## config.mk

```make
export PLATFORM = sky130hd
export DESIGN_NAME = mem_stage
export DESIGN_NICKNAME = d
export VERILOG_FILES = /design/src/rtl/mem_stage.sv
export SDC_FILE = /design/constraint.sdc
export NUM_CORES = 1
export LEC_CHECK = 0
export BUFFER_PORTS_ARGS = -buffer_cell sky130_fd_sc_hd__buf_4
export CAP_MARGIN = 20
export CORE_MARGIN = 2
export CORE_UTILIZATION = 38
export DETAILED_ROUTE_END_ITERATION = 8
export PLACE_DENSITY_LB_ADDON = 0.2
export SETUP_SLACK_MARGIN = 0.02
export SYNTH_ARGS = -nofsm -noshare
export SYNTH_HDL_FRONTEND = slang
export SYNTH_SLANG_ARGS = --single-unit
```

## constraint.sdc

```tcl
create_clock -name clk -period 3.4 [get_ports clk]
set_input_delay 0.34 -clock clk [delete_from_list [all_inputs] [get_ports clk]]
set_output_delay 0.34 -clock clk [all_outputs]
set_load 0.03 [all_outputs]
```

## src/rtl/mem_stage.sv

```systemverilog
// ----------------------------------------------------------------------------
// mem_stage -- byte-serial memory access stage.
//
// Splits LB/LH/LW/LBU/LHU/SB/SH/SW into single-byte transfers on a narrow
// byte bus. It holds the pipeline with stallreq until every byte has been
// acknowledged. Non-memory ops pass straight through, with no added latency.
//
// Ports
//   clk, rst            rising-edge clock, asynchronous active-high reset
//   rdy                 global enable; low freezes all state, mem_ack ignored
//   stall[5:0]          stall vector; only stall[3] (EX/MEM hold) is used
//   ex_wd/ex_wreg/ex_wdata         destination address/enable/ALU result
//   ex_mem_op           0 none,1 LB,2 LH,3 LW,4 LBU,5 LHU,6 SB,7 SH,8 SW
//                       (9-15 behave as none)
//   ex_mem_addr         byte address of the first byte (no alignment needed)
//   ex_store_data       store data, little-endian
//   mac_wd/mac_wreg/mac_wdata      write-back address/enable/data
//   stallreq            stall request to the stall controller
//   mem_req/mem_we/mem_addr/mem_dout   byte request, write flag, address, data
//   mem_din/mem_ack     read byte and its one-cycle completion pulse
//
// Optional feature (macro MEM_PERF_CNT_EN):
//   perf_stall_cycles   32-bit wrapping count of cycles with stallreq && rdy
// ----------------------------------------------------------------------------
module mem_stage (
    input  logic        clk,
    input  logic        rst,
    input  logic        rdy,
    input  logic [5:0]  stall,
    input  logic [4:0]  ex_wd,
    input  logic        ex_wreg,
    input  logic [31:0] ex_wdata,
    input  logic [3:0]  ex_mem_op,
    input  logic [31:0] ex_mem_addr,
    input  logic [31:0] ex_store_data,
    output logic [4:0]  mac_wd,
    output logic        mac_wreg,
    output logic [31:0] mac_wdata,
    output logic        stallreq,
    output logic        mem_req,
    output logic        mem_we,
    output logic [31:0] mem_addr,
    output logic [7:0]  mem_dout,
    input  logic [7:0]  mem_din,
`ifdef MEM_PERF_CNT_EN
    output logic [31:0] perf_stall_cycles,
`endif
    input  logic        mem_ack
);

    typedef enum logic [1:0] {IDLE, BUSY, DONE} state_t;

    state_t      state_q, state_d;
    logic [1:0]  cnt_q, cnt_d;
    logic [31:0] ld_buf_q, ld_buf_d;

    logic        is_mem;
    logic        is_store;
    logic [1:0]  last_cnt;
    logic [4:0]  byte_sh;
    logic [31:0] store_shift;

    // Only the EX/MEM hold bit of the stall vector matters here.
    logic unused_stall_bits;
    assign unused_stall_bits = ^{stall[5:4], stall[2:0]};

    // Sign- or zero-extend the assembled load buffer according to the op.
    function automatic logic [31:0] extend_load(input logic [3:0] op, input logic [31:0] b);
        case (op)
            4'd1:    extend_load = {{24{b[7]}}, b[7:0]};
            4'd2:    extend_load = {{16{b[15]}}, b[15:0]};
            4'd4:    extend_load = {24'd0, b[7:0]};
            4'd5:    extend_load = {16'd0, b[15:0]};
            default: extend_load = b;
        endcase
    endfunction

    always_comb begin
        is_mem   = (ex_mem_op >= 4'd1) && (ex_mem_op <= 4'd8);
        is_store = (ex_mem_op >= 4'd6) && (ex_mem_op <= 4'd8);
        case (ex_mem_op)
            4'd2, 4'd5, 4'd7: last_cnt = 2'd1;
            4'd3, 4'd8:       last_cnt = 2'd3;
            default:          last_cnt = 2'd0;
        endcase
        byte_sh     = {cnt_q, 3'b000};
        store_shift = ex_store_data >> byte_sh;
    end

    always_comb begin
        state_d   = state_q;
        cnt_d     = cnt_q;
        ld_buf_d  = ld_buf_q;
        mac_wd    = ex_wd;
        mac_wreg  = ex_wreg;
        mac_wdata = ex_wdata;
        stallreq  = 1'b0;
        mem_req   = 1'b0;
        mem_we    = 1'b0;
        mem_addr  = 32'd0;
        mem_dout  = 8'd0;

        case (state_q)
            IDLE: begin
                if (is_mem) begin
                    stallreq = 1'b1;
                    mac_wreg = 1'b0;
                    if (rdy) begin
                        cnt_d   = 2'd0;
                        state_d = BUSY;
                    end
                end
            end
            BUSY: begin
                mem_req  = 1'b1;
                mem_we   = is_store;
                mem_addr = ex_mem_addr + {30'd0, cnt_q};
                mem_dout = store_shift[7:0];
                stallreq = 1'b1;
                mac_wreg = 1'b0;
                if (rdy && mem_ack) begin
                    if (!is_store) begin
                        ld_buf_d = (ld_buf_q & ~(32'h0000_00FF << byte_sh))
                                 | ({24'd0, mem_din} << byte_sh);
                    end
                    cnt_d = cnt_q + 2'd1;
                    if (cnt_q == last_cnt) begin
                        state_d = DONE;
                    end
                end
            end
            DONE: begin
                if (is_store) begin
                    mac_wreg  = 1'b0;
                    mac_wdata = 32'd0;
                end else begin
                    mac_wdata = extend_load(ex_mem_op, ld_buf_q);
                end
                // Leaving only when the hold is released keeps a held
                // instruction from being issued to memory a second time.
                if (rdy && !stall[3]) begin
                    state_d = IDLE;
                end
            end
            default: state_d = IDLE;
        endcase

        // Outputs are quiet for the whole time reset is asserted.
        if (rst) begin
            mac_wd    = 5'd0;
            mac_wreg  = 1'b0;
            mac_wdata = 32'd0;
            stallreq  = 1'b0;
            mem_req   = 1'b0;
            mem_we    = 1'b0;
            mem_addr  = 32'd0;
            mem_dout  = 8'd0;
        end
    end

    always_ff @(posedge clk or posedge rst) begin
        if (rst) begin
            state_q  <= IDLE;
            cnt_q    <= 2'd0;
            ld_buf_q <= 32'd0;
        end else begin
            state_q  <= state_d;
            cnt_q    <= cnt_d;
            ld_buf_q <= ld_buf_d;
        end
    end

`ifdef MEM_PERF_CNT_EN
    logic [31:0] perf_q, perf_d;

    always_comb begin
        perf_d = perf_q;
        if (stallreq && rdy) begin
            perf_d = perf_q + 32'd1;
        end
    end

    always_ff @(posedge clk or posedge rst) begin
        if (rst) begin
            perf_q <= 32'd0;
        end else begin
            perf_q <= perf_d;
        end
    end

    assign perf_stall_cycles = perf_q;
`endif

endmodule

```

* Word-level counts from Yosys, hierarchy flattened *
Cells that the tools add are included.

cells by class
  $add $sub $neg = 2
  multipliers = 0
  divide/modulo/power cells = 0
  $lt $le $gt $ge = 3
  equal/unequal tests = 15
  shifts and indexed selects = 3
  multiplexer cells = 31
  bitwise gates (word level) = 4
  reductions and logical operators = 12

operators by type and width
  operator                                                                count
  32-bit two-way mux                                                      5
  32-bit case mux with 4 select lines                                     1
  32-bit by 2-bit adder with 32-bit output                                1
  32-bit AND                                                              1
  32-bit NOT                                                              1
  32-bit OR                                                               1
  8-bit by 5-bit left shift with 32-bit output                            1
  8-bit by 5-bit left shift with 32-bit output (first input constant)     1
  32-bit by 5-bit >> shifter with 8-bit output                            1
  2-bit two-way mux                                                       8
  8-bit two-way mux                                                       2
  4-bit by 3-bit equality test with 1-bit output (second input constant)  3
  2-bit inequality test (second input constant)                           5
  1-bit two-way mux                                                       9
  4-bit by 2-bit equality test with 1-bit output (second input constant)  2
  2-bit case mux with 2 select lines                                      2
  2-bit case mux with 3 select lines                                      1
  5-bit two-way mux                                                       1
  5-bit AND reduction                                                     1
  4-bit by 1-bit equality test with 1-bit output (second input constant)  1
  4-bit equality test (second input constant)                             1
  4-bit by 1-bit >= comparator with 1-bit output (second input constant)  1
  4-bit by 3-bit >= comparator with 1-bit output (second input constant)  1
  4-bit less-or-equal comparator (second input constant)                  1
  15 further kinds                                                        18

word-level totals
  register bits = 36
  bits in latches = 0
  RAM bits = 0
  ROM bits = 0
  input port bits = 124
  output and inout port bits = 81
  memories = 0

* Longest topological paths before layout *
Gate-level depths: netlist of run 1.

  depth in word-level cells = 7
  depth in mapped cells = 7
  mapped depth without buffers = 6

* Worst setup path after synthesis of run 1 *
No wires, ideal clock.

  kind = register -> output
  start = register cnt_q[0]
  end = output mem_addr[20]
  data arrival time = 2.536 ns
  path slack = 0.524 ns
  cell stages (with the launch flop) = 7
  path through = dfrtp_1 > ha_1 > fa_1 > nand4_1 > or4_4 > or4_1 > a21oi_1

on the way
  longest elaborated chain between the ends = 3

ends and longest elaborated chain
  item                                      RTL line  RTL
  start, declared                           54        logic [1:0] cnt_q, cnt_d;
  start signal, assigned                    168       cnt_q <= cnt_d;
  32-bit by 2-bit adder with 32-bit output  117       mem_addr = ex_mem_addr + {30'd0, cnt_q};
  32-bit two-way mux                        103       case (state_q)
  32-bit two-way mux                        149       if (rst) begin
  end, declared                             42        output logic [31:0] mem_addr,

No other way between the ends.

* Worst setup path after layout of run 1 *
  start = register cnt_q[0]
  end = output mem_addr[22]

Same word-level chain as after synthesis.

==> out/qor.txt, run 1 <==
status: finished clean
Peak Freq: 328 MHz
Final Max Tran Viols: 0
CP Class: reg -> out
num rows: 34
worst hold path type: in -> reg
reg2reg setup slack: 1.43 ns
Synth top area share: 25.8%
Pwr Density: 517 nW/um2
number of vias in the routed layout: 4157
core area: 8810 um2
Max-slew headroom: 39.3%
synthesized flop and latch total: 36
Setup WS pre-CTS: 0.610 ns
largest net degree at the start of global routing: 38
Hold Crit Start: mem_din[7]
die footprint: 9960 um2
Mapped Area: 3490 um2
Sinks on Clock Net: 36
final setup vio count: 0
CP arrival: 2.71 ns
final net count: 758
Reg-to-Reg End: ld_buf_q[14]
Die Wd: 99.8 um
Crit path required time: 3.06 ns
first-pass detailed-route iteration total: 4
R2R cell count: 4
CP endpoint kind: output pin
Layout Skew: 0.00652 ns
Post-Place Cells: 728
Yosys warning total: 0
Pleak: 2.47 nW
max-cap violation count: 0
worst-margin pin slew: 0.902 ns
Post-synth EDFFs: 0
Syn Nets: 570
GRT Resource Usage Total: 23.1%
non-filler cells, final: 736
Peak VDD IR: 0.311 mV
vias per cell: 5.65
sequential-to-total area share from yosys stat: 25.8%
Longest Clk Path Bufs: 2
Die Span Y: 99.8 um
initial antenna violation count: 0
area leader, netlist: dfrtp_1
Startpoint Class: flip-flop
Final Cell Area: 5190 um2
Sum Neg Setup Slack: 0 ns
final hold viol count: 0
post-synth cell types: 54
first-pass GRT wire length: 18.8 mm
CTS Root Cell: clkbuf_8
DP HPWL: 9.41 mm
Hold Path Depth: 2
worst skew pair latency: 0.30 ns
routability cong.: 0.901
Syn Inst Count: 439
number of buffers created by CTS: 5
drt initial violations: 219
area post-placement: 5070 um2
post-route setup slack: 0.354 ns
DRC violation count after routing: 0
post-CTS setup buffers: 0
layout cells sized above 1: 37.3%
clock-pin slew on the worst setup and hold paths: 0.08 ns
area delta synth->final: 48.8%
Post-synth ARST share: 100%
worst r2r src: state_q[1]
vias in the first global route: 3755
RSZ-0062 raised after global routing: no
Port Buffers: 199
Starting Density: 39.6%
Min-Delay Endpoint: ld_buf_q[31]
crit path time final: 3.05 ns
Avg Inst Size Synth: 7.94 um2
Final period util: 89.6%
Antenna Cells: 0
antenna viol nets, final: 0
critical path fanouts, max: 6
WL/cell: 16.5 um
CTS Hold Buffers Added: 0
DRT Wirelength: 12.2 mm
# IOs: 205
Area contributors post-synth: dfrtp_1 (26%), a22o_1 (8.0%), nand2_1 (5.7%), mux4_2 (5.2%), a21oi_1 (4.7%)
Main synth FF type: dfrtp_1
CTS tree: built
Resize count post-CTS: 0
H-tree Lvls: 2
global route overflow: 0
where the power goes:
group,total [W],switching [W],internal (W)
Sequential,0.000730,0.000131,0.000599
Clock,0.000405,0.000184,0.000221
Combinational,0.00155,0.000868,0.000679
Total,0.00268,0.00118,0.00150
Yosys cell counts, drive strengths merged, types with 2 or more instances:
cell / n
nand2: 53
dfrtp: 36
nor2: 35
a21oi: 33
a22o: 32
clkbuf: 23
o31ai: 22
o21ai: 20
nand3: 19
and2: 12
nor3: 11
inv: 10
nor2b: 10
or3: 10
nand2b: 9
or4: 9
mux2i: 8
mux4: 8
a21boi: 7
nand4: 7
xnor2: 7
and3: 6
ha: 6
xor2: 5
and4: 4
buf: 4
nor3b: 4
nor4: 4
a31oi: 3
a2111oi: 2
and3b: 2
and4b: 2
nor4b: 2
o21a: 2
through the flow:
stage	utilization [%]	power [W]	hold WS, ns
after floorplan	-	0.00171	0.460
after global placement	57.6	0.00225	0.483
after detailed placement	57.6	0.00228	0.483
after CTS	58.9	0.00269	0.296
after global routing	58.9	0.00285	0.307
final	58.9	0.00268	0.301
logic make-up (layout without fill, tap and decap cells):
kind of cell             Yosys count  in the layout  synth area share, %
XOR/XNOR                          12             12                 3.01
multiplexers                      17             17                 7.79
flip-flops                        36             36                 25.8
adder cells (fa/ha/maj)            7              7                 2.73
AND/OR/NAND/NOR                  202            202                 31.3
buffers and inverters             37            226                 4.27
AO/OA/AOI/OAI                    128            128                 25.0
layer usage:
| metal | vias up | routed length, um | global-route usage [%] |
|---|---|---|---|
| li1 | 2011 | - | - |
| met1 | 1951 | 5080 | 30.9 |
| met2 | 178 | 6050 | 40.1 |
| met3 | 17 | 847 | 2.58 |
| met4 | 0 | 174 | 5.80 |
| met5 | - | 0 | 0 |
cells in the final DEF (no fill, tap or decap), drive strengths merged, types with 8 or more instances in the layout:
cell type,instances
buf,208
nand2,53
dfrtp,36
nor2,35
a21oi,33
a22o,32
o31ai,22
o21ai,20
nand3,19
and2,12
inv,11
nor3,11
or3,10
nor2b,10
nand2b,9
or4,9
mux4,8
mux2i,8
flip-flops by register name (all words and copies together), names as in the netlist:
name and count:
ld_buf_q 32, state_q 2, cnt_q 2
worst max path at each step:
stage                    from           end  slack (ns)  depth (start not counted)
2_1_floorplan        cnt_q[0]  mem_addr[20]        0.52                          6
3_3_place_gp   ex_mem_addr[0]  mem_addr[22]        0.63                          8
3_5_place_dp   ex_mem_addr[0]  mem_addr[22]        0.61                          8
4_1_cts              cnt_q[0]  mem_addr[22]        0.37                          7
5_1_grt              cnt_q[0]  mem_addr[22]        0.22                          7
6_report             cnt_q[0]  mem_addr[22]        0.35                          7
area by class of cell:
class | instances | area, um2
clock buffers | 5 | 68.8
clock inverters | 3 | 46.3
fillers | 801 | 3620
inverters | 10 | 37.5
multi-input cells | 366 | 2440
flip-flops and latches | 36 | 901
well taps | 108 | 135
repair buffers | 208 | 1560
worst max-delay path, cell delays in order (launching register included):
cell     delay, ns
dfrtp_1       0.35
ha_1          0.18
fa_1          0.26
nand4_1       0.28
or4_4         0.59
or4_1         0.41
a21oi_1       0.17
buf_4         0.18
Power figures use the tool's default switching activity.
==> run 2, diff against run 1 <==
==> constraint.sdc (replaced) <==
create_clock -name clk -period 3.4 [get_ports clk]
set_input_delay 0.68 -clock clk [delete_from_list [all_inputs] [get_ports clk]]
set_output_delay 0.68 -clock clk [all_outputs]
set_load 0.03 [all_outputs]
==> out/qor.txt, run 2 (synthesis gave the netlist of run 1 again) <==
status: finished clean
crit path time final: 3.26 ns (+0.212 ns)
CTS Hold Buffers Added: 0 (unchanged)
Antenna Cells: 0 (unchanged)
met3 track demand over resource: 4.74% (+2.2 points)
H-tree Lvls: 2 (unchanged)
CP Class: in -> out
Setup WS pre-CTS: 0.0900 ns (-0.520 ns)
CP arrival: 2.58 ns (-0.13 ns)
GRT Resource Usage Total: 24.1% (+1.0 points)
Pwr Density: 499 nW/um2 (-3.4%)
first-pass GRT wire length: 19.7 mm (+4.9%)
Power Total: 0.00260 W (-3.0%)
biggest regs: ld_buf_q: 32 flops, cnt_q: 2 flops, state_q: 2 flops
area delta synth->final: 49.4%
Die Wd: 99.8 um (unchanged)
critical path fanouts, max: 6 (unchanged)
vias in the first global route: 4048 (+7.8%)
DRC violation count after routing: 0 (unchanged)
Sum Neg Setup Slack: 0 ns (unchanged)
Sinks on Clock Net: 36 (unchanged)
num rows: 34 (unchanged)
Peak Freq: 307 MHz (-6.5%)
# IOs: 205 (unchanged)
worst hold path type: reg -> reg
DP HPWL: 9.72 mm (+3.2%)
RSZ-0062 raised after global routing: no
Peak VDD IR: 0.336 mV (+7.8%)
vias per cell: 5.71 (+1.1%)
post-route setup slack: 0.142 ns (-0.212 ns)
final setup vio count: 0 (unchanged)
CP endpoint kind: output pin
Port Buffers: 199 (unchanged)
Pleak: 2.48 nW (+0.36%)
Crit path required time: 2.72 ns (-0.34 ns)
drt initial violations: 204 (-6.8%)
WL/cell: 16.6 um (+0.74%)
Die Span Y: 99.8 um (unchanged)
first-pass detailed-route iteration total: 4 (unchanged)
Longest Clk Path Bufs: 2 (unchanged)
initial antenna violation count: 0 (unchanged)
global route overflow: 0 (unchanged)
core area: 8810 um2 (unchanged)
Final period util: 95.8% (+6.2 points)
Final Max Tran Viols: 0 (unchanged)
most common cell after layout, fill and taps aside: buf_4
final hold viol count: 0 (unchanged)
Layout Skew: 0.00327 ns (-0.00325 ns)
GR met2 Demand/Resource: 43.2% (+3.1 points)
Largest Register: ld_buf_q
worst skew pair latency: 0.29 ns (about the same)
final net count: 762 (+0.53%)
worst-margin pin slew: 1.11 ns (+0.206 ns)
most frequent cells in the layout: buf_4 (212), nand2_1 (53), dfrtp_1 (36), nor2_1 (35), a22o_1 (32)
routability cong.: 0.862 (-4.3%)
max-cap violation count: 0 (unchanged)
grt met1 use: 29.5% (-1.4 points)
layout cells sized above 1: 38.3% (+1.0 points)
Starting Density: 39.6% (unchanged)
number of vias in the routed layout: 4224 (+1.6%)
CTS tree: built
clock-pin slew on the worst setup and hold paths: 0.07 ns (about the same)
CTS Root Cell: clkbuf_8
largest net degree at the start of global routing: 38 (unchanged)
Max-slew headroom: 26.2% (-13 points)
Startpoint Class: input port
Largest register FFs: 32 (unchanged)
antenna viol nets, final: 0 (unchanged)
number of buffers created by CTS: 5 (unchanged)
Most Used Layer, Global Route: met2
DRT Wirelength: 12.3 mm (+1.3%)
die footprint: 9960 um2 (unchanged)
Hold Worst Slack: 0.504 ns (+0.203 ns)
-- run 2: changes by cell type in the layout (fill, tap and decap cells not counted), sizes merged --
cell    change
bufinv      -1
clkbuf      +1
buf         +4
clkinv      +2
inv         -2
-- run 2: repair_timing --
| item | 4_1_cts | 5_1_grt |
|---|---|---|
| resized for setup | 0 | 1 |
| endpoints found under the setup margin | 0 | 2 |
| hold endpoints to repair | 0 | 0 |
| setup buffers | 0 | 0 |
-- run 2: worst max-delay path: stages --
cell     delay (ns)
buf_4          0.09
ha_1           0.18
fa_2           0.22
nand4_1        0.15
or4_4          0.47
or4_1          0.45
a21oi_2        0.16
buf_4          0.17
-- run 2: power breakdown --
| group | switching [W] | total (W) | internal (W) |
|---|---|---|---|
| Sequential | 0.000125 | 0.000724 | 0.000599 |
| Combinational | 0.000868 | 0.00156 | 0.000687 |
| Clock | 0.000159 | 0.000321 | 0.000162 |
| Total | 0.00115 | 0.00260 | 0.00145 |
-- run 2: cell type report --
cell class	count	area (um2)
fill	835	3600
multi-input combinational	366	2450
timing repair buffer	212	1590
sequential	36	901
tap	108	135
clock buffer	6	82.6
inverter	10	41.3
clock inverter	2	10.0
-- run 2: path summary, 6_finish.rpt --
| path | startpoint | to | slack [ns] | depth (start not counted) |
|---|---|---|---|---|
| hold / removal | ld_buf_q[10] | ld_buf_q[10] | 0.50 | 1 |
| max in group asynchronous | rst | state_q[1] | 2.40 | 3 |
| setup / recovery | ex_mem_addr[0] | mem_addr[22] | 0.14 | 8 |
| setup reg to reg | state_q[1] | ld_buf_q[9] | 1.48 | 4 |
| hold reg to reg | ld_buf_q[10] | ld_buf_q[10] | 0.50 | 1 |
| min in group asynchronous | rst | ld_buf_q[27] | 0.68 | 3 |
-- run 2: stage by stage --
stage	util (%)	cell area (um2)	cells
after floorplan	-	3500	439
after global placement	58.1	5110	732
after detailed placement	58.1	5110	732
after CTS	59.1	5210	740
after global routing	59.2	5210	740
final	59.2	5210	740
-- run 2: layer usage --
metal | share of wire, % | vias up
li1 | - | 2014
met2 | 51 | 173
met1 | 39 | 2017
met4 | 2.4 | 0
met3 | 7.7 | 20
met5 | 0 | -
==> run 3, diff against run 2 <==
clock period = 3.15 ns   (was 3.4 ns; I/O delays follow)
==> out/qor.txt, run 3 (synthesis gave the netlist of run 1 again) <==
Final Max Tran Viols: 0 (unchanged)
CTS Root Cell: clkbuf_8
vias per cell: 5.61 (-1.8%)
Max-slew headroom: 55.0% (+29 points)
Internal: 0.00164 W (+13%)
Layout Skew: 0.00617 ns (+0.00290 ns)
first-pass GRT wire length: 19.4 mm (-1.4%)
critical path fanouts, max: 4 (-2)
crit path time final: 3.06 ns
DP HPWL: 9.62 mm (-0.99%)
RSZ-0062 raised after global routing: no
vias in the first global route: 3988 (-1.5%)
most frequent cells in the layout: buf_4 (217), nand2_1 (53), dfrtp_1 (36), nor2_1 (35), a22o_1 (32)
CTS Hold Buffers Added: 0 (unchanged)
H-tree Lvls: 2 (unchanged)
layout cells sized above 1: 39.7% (+1.5 points)
Peak VDD IR: 0.311 mV (-7.2%)
first-pass detailed-route iteration total: 5 (+1)
Largest Register: ld_buf_q
Post-Place Cells: 738 (+0.82%)
Pwr Density: 542 nW/um2 (+8.6%)
DRC violation count after routing: 0 (unchanged)
Hold Worst Slack: 0.501 ns (-0.00297 ns)
Largest register FFs: 32 (unchanged)
Port Buffers: 199 (unchanged)
combinational share of power: 59.1% (-0.7 points)
Final period util: 97.1%
worst-margin pin slew: 0.658 ns (-0.450 ns)
global route overflow: 0 (unchanged)
status: finished clean
worst skew pair latency: 0.29 ns (about the same)
Pleak: 2.53 nW (+1.7%)
non-filler cells, final: 747 (+0.95%)
Switching Fraction: 43.2% (-1.1 points)
WL/cell: 16.4 um (-1.6%)
GRT Resource Usage Total: 23.7% (-0.48 points)
routability cong.: 0.838 (-2.8%)
Crit path required time: 2.52 ns (-0.20 ns)
CP endpoint kind: output pin
num rows: 34 (unchanged)
number of vias in the routed layout: 4187 (-0.88%)
Psw: 0.00125 W (+8.3%)
drt initial violations: 195 (-4.4%)
CTS tree: built
register share of total power: 26.9% (-0.9 points)
DRT Wirelength: 12.2 mm (-0.68%)
die footprint: 9960 um2 (unchanged)
Clock power frac: 14.0% (+1.7 points)
Final Cell Area: 5320 um2 (+2.2%)
Die Span Y: 99.8 um (unchanged)
clock-pin slew on the worst setup and hold paths: 0.07 ns (about the same)
initial antenna violation count: 0 (unchanged)
worst hold path type: reg -> reg
final net count: 769 (+0.92%)
area delta synth->final: 52.6%
Filler cells: 803 (-3.8%)
Startpoint Class: input port
largest net degree at the start of global routing: 37 (-2.6%)
final hold viol count: 0 (unchanged)
max-cap violation count: 0 (unchanged)
biggest regs: ld_buf_q: 32 flops, cnt_q: 2 flops, state_q: 2 flops
Peak Freq: 327 MHz
Antenna Cells: 0 (unchanged)
Sinks on Clock Net: 36 (unchanged)
final setup vio count: 0 (unchanged)
area post-placement: 5180 um2 (+1.2%)
number of buffers created by CTS: 5 (unchanged)
core area: 8810 um2 (unchanged)
Die Wd: 99.8 um (unchanged)
CP Class: in -> out
Starting Density: 39.6% (unchanged)
# IOs: 205 (unchanged)
antenna viol nets, final: 0 (unchanged)
most common cell after layout, fill and taps aside: buf_4
CP arrival: 2.43 ns (-0.15 ns)
Power Total: 0.00288 W (+11%)
Longest Clk Path Bufs: 2 (unchanged)
==> run 3: final cells by class <==
class / instances / area, um2 / area share (%)
repair buffers: 219 / 1650 / 31.0
clock inverters: 2 / 35.0 / 0.658
flip-flops and latches: 36 / 901 / 16.9
well taps: 108 / 135 / 2.54
inverters: 10 / 41.3 / 0.776
clock buffers: 6 / 72.6 / 1.36
multi-input cells: 366 / 2480 / 46.7
==> run 3: power by group through the flow <==
stage / registers, W / logic (W) / clock network [W]
floorplan: 0.000749 / 0.00110 / 0
global placement: 0.000775 / 0.00166 / 0
detailed placement: 0.000778 / 0.00170 / 0
CTS: 0.000775 / 0.00171 / 0.000410
global route: 0.000801 / 0.00185 / 0.000431
finish: 0.000776 / 0.00170 / 0.000403
==> run 3: final timing paths <==
path | start | end | slack, ns | depth (start not counted)
worst min register to register | ld_buf_q[3] | ld_buf_q[3] | 0.50 | 1
worst max-delay path | ex_mem_addr[0] | mem_addr[20] | 0.09 | 8
worst max register to register | state_q[1] | ld_buf_q[30] | 1.20 | 4
max in group asynchronous | rst | ld_buf_q[1] | 2.19 | 3
worst min-delay path | ld_buf_q[3] | ld_buf_q[3] | 0.50 | 1
min in group asynchronous | rst | ld_buf_q[28] | 0.63 | 3
==> run 3: routing by layer <==
| layer | share of wire (%) | GRT usage, % |
|---|---|---|
| met1 | 41 | 29.4 |
| met3 | 8.2 | 4.74 |
| met4 | 3.1 | 9.17 |
| met2 | 48 | 40.5 |
| met5 | 0 | 0 |
==> run 3: worst max-delay path, stage by stage <==
cell and delay (ns):
buf_4 0.08, ha_2 0.18, fa_2 0.21, nand4_1 0.12
or4_4 0.46, or4_4 0.44, a21oi_4 0.16, buf_6 0.14
==> run 3: per-stage QoR <==
stage | setup TNS [ns] | setup slack [ns] | utilization, %
4_1_cts | 0 | 0.0885 | 60.2
3_3_place_gp | -0.0214 | -0.0123 | 58.8
5_1_grt | 0 | 0.0211 | 60.4
6_report | 0 | 0.0911 | 60.4
2_1_floorplan | -0.319 | -0.0319 | -
3_5_place_dp | -0.0937 | -0.0485 | 58.8
==> run 3: timing repair <==
item | 4_1_cts | 5_1_grt
pin swaps | 2 | 0
gates resized for setup | 6 | 2
endpoints found under the setup margin | 2 | 2
setup buffers | 0 | 0
